==> src/rtl/pipe_skid_buf_if.sv <==
// Valid/ready stream bundle for pipe_skid_buf: upstream (s_*) and downstream (m_*) sides plus occupancy.
// The slave modport is the buffer's own view; master is the view of whatever drives it.
interface pipe_skid_buf_if #(
    parameter int DATA_WIDTH = 32
);
    logic                  s_valid_i;
    logic                  s_ready_o;
    logic [DATA_WIDTH-1:0] s_data_i;
    logic                  m_valid_o;
    logic                  m_ready_i;
    logic [DATA_WIDTH-1:0] m_data_o;
    logic [1:0]            level_o;

    modport master (
        output s_valid_i, s_data_i, m_ready_i,
        input  s_ready_o, m_valid_o, m_data_o, level_o
    );

    modport slave (
        input  s_valid_i, s_data_i, m_ready_i,
        output s_ready_o, m_valid_o, m_data_o, level_o
    );
endinterface

==> src/rtl/pipe_skid_buf.sv <==
// Two-entry skid buffer: every output (data, valid, ready) is decoded from registers only,
// so no combinational path crosses the slice in either direction.
module pipe_skid_buf #(
    parameter int DATA_WIDTH = 32
) (
    input logic           clk_i,
    input logic           rst_n_i,
    pipe_skid_buf_if.slave bus
);

    // The state encoding doubles as the occupancy count driven on level_o.
    typedef enum logic [1:0] {
        EMPTY = 2'd0,
        BUSY  = 2'd1,
        FULL  = 2'd2
    } state_e;

    state_e                state_q;
    logic [DATA_WIDTH-1:0] main_q;
    logic [DATA_WIDTH-1:0] skid_q;
    logic                  s_hs;
    logic                  m_hs;

    assign bus.s_ready_o = (state_q != FULL);
    assign bus.m_valid_o = (state_q != EMPTY);
    assign bus.m_data_o  = main_q;
    assign bus.level_o   = state_q;

    assign s_hs = bus.s_valid_i & bus.s_ready_o;
    assign m_hs = bus.m_valid_o & bus.m_ready_i;

    // NOTE: sequential state uses <= so every register samples pre-edge values regardless of statement order.
    // NOTE: both data entries are reset too, since m_data_o must read 0 the moment reset asserts.
    always_ff @(posedge clk_i or negedge rst_n_i) begin
        if (!rst_n_i) begin
            state_q <= EMPTY;
            main_q  <= '0;
            skid_q  <= '0;
        end else begin
            case (state_q)
                EMPTY: begin
                    if (s_hs) begin
                        main_q  <= bus.s_data_i;
                        state_q <= BUSY;
                    end
                end
                BUSY: begin
                    if (s_hs && m_hs) begin
                        main_q <= bus.s_data_i;
                    end else if (s_hs) begin
                        skid_q  <= bus.s_data_i;
                        state_q <= FULL;
                    end else if (m_hs) begin
                        state_q <= EMPTY;
                    end
                end
                FULL: begin
                    if (m_hs) begin
                        main_q  <= skid_q;
                        state_q <= BUSY;
                    end
                end
                // Code 3 cannot be reached legally; recover to a clean empty slice.
                default: state_q <= EMPTY;
            endcase
        end
    end

`ifndef SV_ASSRT_DISABLE
    a_no_x_ctrl : assert property (@(posedge clk_i) disable iff (!rst_n_i)
        !$isunknown({bus.s_valid_i, bus.m_ready_i}));

    a_stall_stable : assert property (@(posedge clk_i) disable iff (!rst_n_i)
        (bus.m_valid_o && !bus.m_ready_i) |=> (bus.m_valid_o && $stable(bus.m_data_o)));
`endif

endmodule

==> src/flat_wrapper.sv <==
// flat-port wrapper written by rule: the top's interface ports become plain ports
module pipe_skid_buf_flat 
#(
    parameter int DATA_WIDTH = 32
)
  (clk_i, rst_n_i, bus_s_valid_i, bus_s_data_i, bus_m_ready_i, bus_s_ready_o, bus_m_valid_o, bus_m_data_o, bus_level_o);
  pipe_skid_buf_if #(.DATA_WIDTH(DATA_WIDTH)) bus_i ();
  input logic clk_i;
  input logic rst_n_i;
  input wire logic [$bits(bus_i.s_valid_i)-1:0] bus_s_valid_i;
  input wire logic [$bits(bus_i.s_data_i)-1:0] bus_s_data_i;
  input wire logic [$bits(bus_i.m_ready_i)-1:0] bus_m_ready_i;
  output wire logic [$bits(bus_i.s_ready_o)-1:0] bus_s_ready_o;
  output wire logic [$bits(bus_i.m_valid_o)-1:0] bus_m_valid_o;
  output wire logic [$bits(bus_i.m_data_o)-1:0] bus_m_data_o;
  output wire logic [$bits(bus_i.level_o)-1:0] bus_level_o;
  assign bus_i.s_valid_i = bus_s_valid_i;
  assign bus_i.s_data_i = bus_s_data_i;
  assign bus_i.m_ready_i = bus_m_ready_i;
  assign bus_s_ready_o = bus_i.s_ready_o;
  assign bus_m_valid_o = bus_i.m_valid_o;
  assign bus_m_data_o = bus_i.m_data_o;
  assign bus_level_o = bus_i.level_o;
  pipe_skid_buf #(.DATA_WIDTH(DATA_WIDTH)) u_core (.clk_i(clk_i), .rst_n_i(rst_n_i), .bus(bus_i));
endmodule
==> config.mk <==
export PLATFORM = sky130hd
export DESIGN_NAME = pipe_skid_buf_flat
export DESIGN_NICKNAME = d
export VERILOG_FILES = /design/src/rtl/pipe_skid_buf_if.sv /design/src/rtl/pipe_skid_buf.sv /design/src/flat_wrapper.sv
export SDC_FILE = /design/constraint.sdc
export NUM_CORES = 1
export LEC_CHECK = 0
export BUFFER_PORTS_ARGS = -buffer_cell sky130_fd_sc_hd__clkbuf_2
export CORE_MARGIN = 2
export CORE_UTILIZATION = 58
export CTS_CLUSTER_DIAMETER = 40
export DETAILED_ROUTE_END_ITERATION = 7
export PLACE_DENSITY = 0.85
export SLEW_MARGIN = 20
export SYNTH_ARGS = -nofsm -noshare
export SYNTH_HDL_FRONTEND = slang
export SYNTH_SLANG_ARGS = --single-unit
==> constraint.sdc <==
create_clock -name clk_i -period 3.71 [get_ports clk_i]
set_input_delay 0.371 -clock clk_i [delete_from_list [all_inputs] [get_ports clk_i]]
set_output_delay 0.371 -clock clk_i [all_outputs]
set_load 0.005 [all_outputs]
# Yosys cells after proc, flatten, opt, wreduce, memory -nomap -nowiden
# Index checks and enable logic that the tools add are counted.
word_totals:
  register_bits: 66
  in_bits: 36
  output_inout_bits: 36
  wordCells: 31
op_classes:
  n_eq_ne: 8
  n_mux: 10
  bitwise_logic: 3
  n_reduce_logical: 7
ops:
  columns: ["cell", "count"]
  rows:
  - ["$mux W32", 3]
  - ["$pmux W32 S3", 1]
  - ["$mux W2", 5]
  - ["$reduce_and A4 Y1", 2]
  - ["$ne A2 B1 Y1 const B", 3]
  - ["$pmux W2 S3", 1]
  - ["$ne A2 B2 Y1 const B", 2]
  - ["$ne A3 B1 Y1 const B", 1]
  - ["$reduce_and A3 Y1", 1]
  - ["$reduce_bool A3 Y1", 1]
  - ["$and A1 B1 Y1", 2]
  - ["$eq A2 B1 Y1 const B", 1]
  - ["$eq A2 B2 Y1 const B", 1]
  - ["$logic_not A2 Y1", 1]
  - ["$reduce_bool A2 Y1", 1]
  - ["$logic_and A1 B1 Y1", 1]
  - ["$not A1 Y1", 1]

# Logic depth before layout (Yosys ltp)
logic_depth:
  word_depth: 6
  mapped_depth: 5

# Least setup slack after synthesis
# No wires, ideal clock.
synth_path:
  path_type: "flip-flop to flip-flop"
  startpoint: "register u_core.state_q[1], in the netlist u_core.bus.level_o[1]"
  endpoint: "register u_core.skid_q[10]"
  setup_time_ns: 0.125
  t_arrival_ns: 1.411
  required_ns: 3.585
  path_slack_ns: 2.174
  path_stages_with_launch: 5
  synth_period_minus_slack_ns: 1.536
  path_cell_list: "dfrtp_1 nand2b_4 nor3b_4 buf_6 mux2_2"
synth_between:
  elab_chain_len: 5
synth_lines:
  columns: ["element", "line_no", "source"]
  rows:
  - ["start: declaration", "pipe_skid_buf.sv:18", "state_e state_q;"]
  - ["start signal: assignment", "pipe_skid_buf.sv:36", "state_q <= EMPTY;"]
  - ["start signal: assignment", "pipe_skid_buf.sv:44", "state_q <= BUSY;"]
  - ["start signal: assignment", "pipe_skid_buf.sv:52", "state_q <= FULL;"]
  - ["$ne A2 B2 Y1 or $reduce_bool A2 Y1 (tied branches)", "pipe_skid_buf.sv:24, pipe_skid_buf.sv:25", null]
  - ["$and A1 B1 Y1, on equally long branches", "pipe_skid_buf.sv:29, pipe_skid_buf.sv:30", null]
  - ["$logic_and A1 B1 Y1", "pipe_skid_buf.sv:48", "if (s_hs && m_hs) begin"]
  - ["$not A1 Y1 (no line)", null, null]
  - ["$reduce_and A3 Y1 (no line) (*)", null, null]
  - ["end signal: assignment", "pipe_skid_buf.sv:51", "skid_q <= bus.s_data_i;"]
  - ["end: declaration", "pipe_skid_buf.sv:20", "logic [DATA_WIDTH-1:0] skid_q;"]
# Every way passes the cells marked *; elsewhere a longest branch is shown, timed or not.
# A chain may end at the register's enable or synchronous reset.

# Final worst setup path
layout_path:
  startpoint: "register u_core.state_q[1], in the netlist u_core.bus.level_o[1]"
  endpoint: "register u_core.main_q[14], in the netlist u_core.bus.m_data_o[14]"
layout_between:
  elab_chain_len: 5
layout_lines:
  columns: ["element", "line_no", "source"]
  rows:
  - ["$ne A2 B2 Y1 or $reduce_bool A2 Y1 (tied branches)", "pipe_skid_buf.sv:24, pipe_skid_buf.sv:25", null]
  - ["$and A1 B1 Y1, on equally long branches", "pipe_skid_buf.sv:29, pipe_skid_buf.sv:30", null]
  - ["$logic_and A1 B1 Y1", "pipe_skid_buf.sv:48", null]
  - ["$ne A2 B1 Y1 (no line)", null, null]
  - ["$reduce_and A4 Y1 (no line)", null, null]
  - ["end signal: assignment", "pipe_skid_buf.sv:43", "main_q <= bus.s_data_i;"]
  - ["end signal: assignment", "pipe_skid_buf.sv:49", "main_q <= bus.s_data_i;"]
  - ["end signal: assignment", "pipe_skid_buf.sv:59", "main_q <= skid_q;"]
  - ["end: declaration", "pipe_skid_buf.sv:19", "logic [DATA_WIDTH-1:0] main_q;"]
# Parallel ways exist; a longest one is shown, timed or not.

==> run summary <==
Result of the run - finished, final reports clean
Post-synth net total - 220
Sort of element at the start of the critical path - flop
Horizontal extent of the die - 78.3 um
Multi-input gate area - 0.00142 sq mm
Area of the mapped netlist - 0.00320 sq mm
Worst relative slew slack - 0.414
Wire length of the first global-routing pass - 8920 um
Largest net degree at the start of global routing - 47
Setup-violating endpoint count in the final report - 0
Number of top-level pins - 72
Per-instance average area after synthesis - 17.4 sq um
Height of the die - 78.3 um
Post-cts repair resize count - 0
Post-CTS clock slew at the launch and capture registers of the worst setup and hold paths - 0.08 ns
Net count of the finished layout - 296
Most frequent CP cell - sky130_fd_sc_hd__mux2_4
Total inserted antenna cells - 0
Worst endpoint data arrival time - 2.48 ns
Final non-filler cell total - 337
Area enclosed by the die boundary - 0.00613 sq mm
FF+latch area - 0.00165 sq mm
Effective utilization at floorplan - 0.592
Pre-antenna DRT Iters - 4
Residual DRC count - 0
Time the worst path needs with I/O delays and setup - 2.27 ns
Required arrival time at the worst endpoint - 3.92 ns
Final Hold Viols - 0
Global router's overall resource usage - 0.189
Library cell used as clock root buffer - sky130_fd_sc_hd__clkbuf_8
Highest ir drop seen on vdd - 362 uV
Fraction of post-synthesis cell area in the top cell type by area - 0.516
Post-placement worst setup slack - 1.46 ns
Post-CTS Setup Inserts - 0
Hold bufs inserted after CTS - 0
Clock latency at the later pin of the worst-skew pair - 0.34 ns
Crit Path Category - flop to flop
Flops & latches, synth - 66
Yosys warns - 0
Via-per-instance ratio - 5.11
Transition time at the pin with the least slew margin - 0.876 ns
Ranking of synthesized cells by area - sky130_fd_sc_hd__dfrtp_1 52%, sky130_fd_sc_hd__mux2_4 27%, sky130_fd_sc_hd__mux2_2 13%
Maximum Capacitance Violations - 0
CTS Buffer Depth - 2
Count of cell types in the netlist - 17
Count of routing violations after the opening detailed-route iteration - 54
Static leakage power - 1.80 nW
Vias after detailed routing - 1,722
Reg-to-reg startpoint - u_core.bus.level_o[1]
Cell taking the most area after synthesis - sky130_fd_sc_hd__dfrtp_1
Inserted Clock Buffers - 9
Destination of the worst register-to-register timing path - u_core.bus.m_data_o[14]
Num Clock Sinks - 66
Number of H-tree branching levels - 3
DR WL/cell - 15.7 um
Global-route congestion overflow total - 0
Final period utilization - 0.611
Largest driver fanout on the critical path - 21
Register-to-Register Path Depth - 4
Reg-to-reg setup timing slack - 1.44 ns
Crit. Startpoint - u_core.bus.level_o[1]
Detailed-route wire length - 5300 um
GPL Wtd Cong - 0.732
Growth of design area from synthesis to finish - 17.5%
Number of buffers inserted by port buffering - 71
Highest achievable clock rate - 441 MHz
Unrepaired setup endpoints after global routing - false
Residual antenna-violating net count after detailed routing - 0
Final Max Tran Viols - 0
Area of the core - 0.00541 sq mm
Dpl cells - 321
Min setup slack post-route - 1.44 ns
Slowest Stage Delay on Critical Path - 0.70 ns
Total negative slack - 0 ns
Proportion of layout cells with a drive suffix above 1 - 0.728
Worst path cell trace - nor2b_4, buf_4, mux2_4, mux2_4
Clock Skew - 0.0124 ns
Fraction of the yosys area taken by sequential cells - 0.516
Critical Path Sink Type - flop
Number of antenna violations at the first check in global routing - 0
Cell with the biggest individual delay on the critical path - sky130_fd_sc_hd__nor2b_4
Number of fill cells in the layout - 385
Sum of net half-perimeters after detailed placement - 3780 um
Via count of the first global-routing pass - 1,843
Clock tree from TritonCTS - built
Type of the tightest min-delay check - input port to asynchronous set/reset pin
Core Rows - 27
Cells after Synth - 184
Power density relative to cell area - 676 mW/mm^2
==> Yosys cell counts <==
cell type	instances
sky130_fd_sc_hd__a21boi_0	1
sky130_fd_sc_hd__buf_12	3
sky130_fd_sc_hd__buf_6	7
sky130_fd_sc_hd__dfrtp_1	66
sky130_fd_sc_hd__inv_1	1
sky130_fd_sc_hd__mux2_2	38
sky130_fd_sc_hd__mux2_4	58
sky130_fd_sc_hd__mux2i_1	1
sky130_fd_sc_hd__nand2b_4	1
sky130_fd_sc_hd__nand3b_1	1
sky130_fd_sc_hd__nor2b_1	1
sky130_fd_sc_hd__nor2b_2	1
sky130_fd_sc_hd__nor3b_4	1
sky130_fd_sc_hd__o21ai_4	1
sky130_fd_sc_hd__o21bai_1	1
sky130_fd_sc_hd__o22ai_1	1
sky130_fd_sc_hd__or2_2	1
==> metrics by stage <==
| step | util | instance area [sq um] | hold slack [ns] | total power, W |
|---|---|---|---|---|
| floorplan | - | 3200 | 0.0754 | 0.00169 |
| global placement | 0.656 | 3550 | 0.485 | 0.00190 |
| detailed placement | 0.656 | 3550 | 0.456 | 0.00194 |
| CTS | 0.696 | 3760 | 0.0849 | 0.00257 |
| global route | 0.696 | 3760 | 0.120 | 0.00269 |
| finish | 0.696 | 3760 | 0.0733 | 0.00254 |
==> worst max-delay path by stage <==
stage | depth (start not counted) | to | slack (ns)
floorplan | 4 | u_core.skid_q[10] | 2.17
global placement | 4 | u_core.bus.m_data_o[7] | 1.51
global route | 4 | u_core.bus.m_data_o[19] | 1.34
CTS | 4 | u_core.bus.m_data_o[19] | 1.43
detailed placement | 4 | u_core.bus.m_data_o[19] | 1.46
finish | 4 | u_core.bus.m_data_o[14] | 1.44
==> final cells by class <==
| cell class | instances | area share |
|---|---|---|
| clock buffers | 11 | 0.0403 |
| clock inverters | 5 | 0.0163 |
| inverters | 1 | 0.000998 |
| multi-input cells | 107 | 0.376 |
| flip-flops and latches | 66 | 0.439 |
| well taps | 72 | 0.0240 |
| repair buffers | 75 | 0.103 |
==> state kept, by name, summed over array words and instances (netlist names) <==
register             cells
u_core.bus.m_data_o     32
u_core.skid_q           32
u_core.bus.level_o       2
==> kinds of logic (layout without fill, tap and decap cells) <==
kind of cell           after synthesis  after routing  share of synthesized area
AOI/OAI and AO/OA                    4              4                     0.0117
buffers and inverters               11             92                     0.0445
DFF                                 66             66                      0.516
muxes                               97             97                      0.409
and+or+nand+nor                      6              6                     0.0192
==> critical path, delay by kind of cell, from the launching register on <==
family / cells / cell delay (ns)
buffers and inverters: 1 / 0.40
muxes: 2 / 0.59
and+or+nand+nor: 1 / 0.70
DFF: 1 / 0.45
==> metal layers <==
metal  vias up  GRT usage  wire length (um)
met1       860      0.231              2230
li1        808          -                 -
met4         0     0.0684                55
met5         -          0                 0
met3         6     0.0586               324
met2        48      0.316              2690
==> layout by cell type, fill, tap and decap left out, types with 3 or more instances in the layout <==
| master | count |
|---|---|
| sky130_fd_sc_hd__mux2_4 | 58 |
| sky130_fd_sc_hd__dfrtp_1 | 66 |
| sky130_fd_sc_hd__clkbuf_2 | 70 |
| sky130_fd_sc_hd__buf_4 | 4 |
| sky130_fd_sc_hd__clkbuf_8 | 11 |
| sky130_fd_sc_hd__clkinvlp_4 | 3 |
| sky130_fd_sc_hd__mux2_2 | 38 |
==> power breakdown <==
group | total, W | switching, W | internal (W)
clock network | 0.000628 | 0.000279 | 0.000349
logic | 0.000739 | 0.000242 | 0.000497
registers | 0.00117 | 0.000166 | 0.00101
(Power assumes the default switching activity.)
